$ cat config.mk
export PLATFORM = sky130hd
export DESIGN_NAME = reg_ld_arbiter
export DESIGN_NICKNAME = d
export VERILOG_FILES = /design/src/rtl/reg_ld_arbiter.sv
export SDC_FILE = /design/constraint.sdc
export NUM_CORES = 1
export LEC_CHECK = 0
export BUFFER_PORTS_ARGS = -buffer_cell sky130_fd_sc_hd__clkbuf_2
export CAP_MARGIN = 30
export CORE_UTILIZATION = 45
export CTS_CLUSTER_SIZE = 24
export DETAILED_ROUTE_END_ITERATION = 12
export HOLD_SLACK_MARGIN = 0.02
export PLACE_DENSITY = 0.94
export SLEW_MARGIN = 25
export SYNTH_ARGS = -nofsm -noshare
export SYNTH_HDL_FRONTEND = slang
export SYNTH_SLANG_ARGS = --single-unit
$ cat constraint.sdc
create_clock -name clk -period 2.8 [get_ports clk]
set_clock_uncertainty 0.05 [all_clocks]
set_input_delay 0.28 -clock clk [delete_from_list [all_inputs] [get_ports clk]]
set_output_delay 0.28 -clock clk [all_outputs]
set_load 0.005 [all_outputs]
$ cat src/rtl/reg_ld_arbiter.sv
// Arbitrates four requesters onto a shared 8-entry register write port (ld strobe + Din bus).
// Define REG_LD_ARBITER_RR_EN for round-robin arbitration; default is fixed priority (req[0] first).
module reg_ld_arbiter (
   input  logic        clk,
   input  logic        reset,
   input  logic [3:0]  req,
   input  logic [2:0]  addr0,
   input  logic [2:0]  addr1,
   input  logic [2:0]  addr2,
   input  logic [2:0]  addr3,
   input  logic [31:0] data0,
   input  logic [31:0] data1,
   input  logic [31:0] data2,
   input  logic [31:0] data3,
   output logic [7:0]  ld,
   output logic [31:0] Din,
   output logic [3:0]  ack,
   output logic        busy
);

   typedef enum logic [0:0] {StIdle, StWrite} state_e;

   state_e      state_q, state_d;
   logic [7:0]  ld_q, ld_d;
   logic [31:0] din_q, din_d;
   logic [3:0]  ack_q, ack_d;
   logic        busy_q, busy_d;

   logic [2:0]  addr_arr [4];
   logic [31:0] data_arr [4];
   logic        win_valid;
   logic [1:0]  win_idx;

   assign addr_arr[0] = addr0;
   assign addr_arr[1] = addr1;
   assign addr_arr[2] = addr2;
   assign addr_arr[3] = addr3;
   assign data_arr[0] = data0;
   assign data_arr[1] = data1;
   assign data_arr[2] = data2;
   assign data_arr[3] = data3;

`ifdef REG_LD_ARBITER_RR_EN
   logic [1:0] ptr_q, ptr_d;

   // Search starts at the pointer and wraps; first set bit wins.
   always_comb begin
      logic [1:0] idx;
      win_valid = 1'b0;
      win_idx   = 2'd0;
      idx       = 2'd0;
      for (int k = 0; k < 4; k++) begin
         idx = ptr_q + 2'(k);
         if (!win_valid && req[idx]) begin
            win_valid = 1'b1;
            win_idx   = idx;
         end
      end
   end
`else
   always_comb begin
      win_valid = |req;
      win_idx   = 2'd0;
      for (int k = 3; k >= 0; k--) begin
         if (req[k]) begin
            win_idx = 2'(k);
         end
      end
   end
`endif

   // The output registers themselves hold the captured grant for the WRITE cycle.
   always_comb begin
      state_d = state_q;
      ld_d    = 8'h00;
      din_d   = din_q;
      ack_d   = 4'h0;
      busy_d  = 1'b0;
`ifdef REG_LD_ARBITER_RR_EN
      ptr_d   = ptr_q;
`endif
      unique case (state_q)
         StIdle: begin
            if (win_valid) begin
               state_d = StWrite;
               ld_d    = 8'h01 << addr_arr[win_idx];
               din_d   = data_arr[win_idx];
               ack_d   = 4'h1 << win_idx;
               busy_d  = 1'b1;
`ifdef REG_LD_ARBITER_RR_EN
               ptr_d   = win_idx + 2'd1;
`endif
            end
         end
         StWrite: begin
            state_d = StIdle;
         end
         default: begin
            state_d = StIdle;
         end
      endcase
   end

   always_ff @(posedge clk or negedge reset) begin
      if (!reset) begin
         state_q <= StIdle;
         ld_q    <= 8'h00;
         din_q   <= 32'h0;
         ack_q   <= 4'h0;
         busy_q  <= 1'b0;
`ifdef REG_LD_ARBITER_RR_EN
         ptr_q   <= 2'd0;
`endif
      end else begin
         state_q <= state_d;
         ld_q    <= ld_d;
         din_q   <= din_d;
         ack_q   <= ack_d;
         busy_q  <= busy_d;
`ifdef REG_LD_ARBITER_RR_EN
         ptr_q   <= ptr_d;
`endif
      end
   end

   assign ld   = ld_q;
   assign Din  = din_q;
   assign ack  = ack_q;
   assign busy = busy_q;

endmodule

==> flow_metrics.tcl <==
set metrics [dict create \
    status "complete, no violations" \
    ys.flop_type "dfrtp_1" \
    cts_tree "built" \
    wl_met2_mm 4.290 \
    vias 3079 \
    hold_viol 0 \
    route.detailed.drc 0 \
    cts_root_buffer "clkbuf_8" \
    tightest_slew_ns 0.8335 \
    grt-ovfl-total 0 \
    synth_area_leaders "dfrtp_1, a221o_1, a222oi_1, nand2b_1, a21oi_1" \
    routed_wl_mm 8.204 \
    cts_buffers 5 \
    rsz0062_at_grt "no" \
    synthTopCellsByCount "dfrtp_1, nor2_1, a21oi_1" \
    routedWlPerCell_um 15.60 \
    initial_utilization_pct 47.84 \
    viasPerCell 5.854 \
    synth-edff-count 0 \
    cts.sinks 45 \
    insertedDiodeCount 0 \
    synth_area_um2 2715 \
    met3WireLength_um 723 \
    max_freq_mhz 546.0 \
    clockBufferDepth 2 \
    ys.warnings.count 0 \
    max-cap-violations 0 \
    ir_worst_vdd_v 0.0002391 \
    placed_cell_area_um2 3671 \
    chipWidth_um 79.68 \
    area_growth_syn_to_layout_pct 38.76 \
    fin_crit_sh_pct 65.41 \
    cp.arrival_ns 1.98 \
    maxSlewViolCount 0 \
    pin_count 191 \
    final_cell_count_no_fill 526 \
    grt_util_all_layers_pct 25.51 \
    min_path_type "in2reg" \
    synth-async-reset-ratio_pct 100.0 \
    grt_pass1_wl_mm 12.57 \
    crit_type "in2reg" \
    final_cell_area_um2 3767 \
    die_area_um2 6348 \
    ant_nets 0 \
    drive_gt1_share_pct 47.14 \
    end_kind "flop" \
    synthCells 276 \
    avgSynthCellArea_um2 9.837 \
    cts_max_level 2 \
    coreArea_um2 5675 \
    die_y_um 79.68 \
    relSlewSlack_pct 44.31 \
    met1_length_mm 3.114 \
    fin_setup_tns_ns 0 \
    cp_data_required_time_ns 2.95 \
    gp_congestion 0.8190 \
    dr.pass1.iters 9 \
    dpl.hpwl_mm 6.163 \
    clock_latency_ns 0.29 \
    fin_crit_ns 1.832 \
    ys_seq_area_share_pct 41.47 \
    netlist.area_leader.share_pct 41.47 \
    io_buffers 190 \
    rows 27 \
    critPathMaxFanout 28 \
    synth.largest_area_cell "dfrtp_1" \
    finalSetupViolCount 0 \
    leakagePower_nw 1.851 \
    power_density_nw_per_um2 513.4 \
    antenna_found_initial 0 \
    synth_nets 422 \
    ys_ff_latch 45 \
    synth.most_common_cell "dfrtp_1" \
    drt_first_iter_violations 243 \
    path_clk_slew_ns 0.08 \
    nets 599 \
    start_kind "primary input" \
    yosys.cell_types.count 33 \
    dr.max_layer_used "met4" \
    grt_pass1_vias 2816 \
    grt_max_degree 46 \
    dp_cells 517 \
]
## routing by layer
| layer | global-route usage, % | vias to the layer above |
|---|---|---|
| li1 | - | 1449 |
| met2 | 49.06 | 184 |
| met1 | 27.92 | 1435 |
| met3 | 5.486 | 11 |
| met4 | 6.364 | 0 |
| met5 | 0 | - |
## repair_timing
| action | in CTS | in global routing |
|---|---|---|
| gates resized for setup | 0 | 0 |
| hold buffers | 1 | 0 |
| hold endpoints to repair | 45 | 0 |
| buffers inserted | 0 | 0 |
| setup endpoints to repair | 0 | 0 |
## through the flow
| stage | power (mW) | setup slack (ns) | hold WS, ns | utilization, % |
|---|---|---|---|---|
| after floorplan | 1.215 | 1.208 | -0.06559 | - |
| after global placement | 1.530 | 0.7671 | 0.4587 | 64.64 |
| after detailed placement | 1.559 | 0.6489 | 0.3043 | 64.68 |
| after CTS | 1.956 | 0.9670 | 0.2354 | 66.38 |
| after global routing | 2.063 | 0.8094 | 0.2373 | 66.38 |
| final | 1.934 | 0.9684 | 0.2427 | 66.38 |
## worst max-delay path: stages
cell and delay, ns:
clkbuf_2 0.50, nor3_4 0.05, buf_4 0.23, or2_1 0.30, a211o_1 0.37, nor3_1 0.25
## placed cells by master (no fill, tap or decap), types with 2 or more instances in the layout
| cell type | instances |
|---|---|
| dfrtp_1 | 45 |
| a21oi_1 | 34 |
| nor2_1 | 36 |
| a222oi_1 | 32 |
| a221o_1 | 32 |
| a211o_1 | 3 |
| clkbuf_8 | 5 |
| buf_4 | 9 |
| a211oi_2 | 2 |
| clkbuf_2 | 189 |
| nand2_1 | 2 |
| clkinv_2 | 2 |
| nor3_1 | 8 |
| nand2b_1 | 33 |
| nor2b_1 | 2 |
## registers in the layout (all words and copies together) (netlist names)
signal,count
Din,32
busy,1
ack,4
ld,8
## path summary, 6_finish.rpt
kind                           start       to  slack, ns  cells after the start
setup / recovery              req[1]    ld[0]       0.97                      6
hold / removal             data3[18]  Din[18]       0.24                      3
setup reg to reg                busy    ld[5]       1.28                      4
hold reg to reg               Din[5]   Din[5]       0.48                      2
max in group asynchronous      reset  Din[13]       1.80                      2
min in group asynchronous      reset    ld[3]       0.51                      2
## layout make-up
class	instances	area, um2
Clock inverter	3	17.52
Multi-Input combinational cell	200	1430
Sequential cell	45	1126
Clock buffer	5	68.82
Tap cell	72	90.09
Timing Repair Buffer	200	1031
Inverter	1	3.754
Fill cell	453	1908
## kinds of logic after synthesis
group	share of synthesized area (%)
and+or+nand+nor	19.63
AOI/OAI and AO/OA	32.53
buffers and inverters	6.359
DFF	41.47
## report_power, final
part	total, mW	leakage, nW	internal, mW	switching [mW]
Clock	0.391	0.0439	0.172	0.218
Combinational	0.661	1.28	0.326	0.335
Sequential	0.883	0.525	0.796	0.0868
No activity file was read; power rests on OpenSTA's default activity.
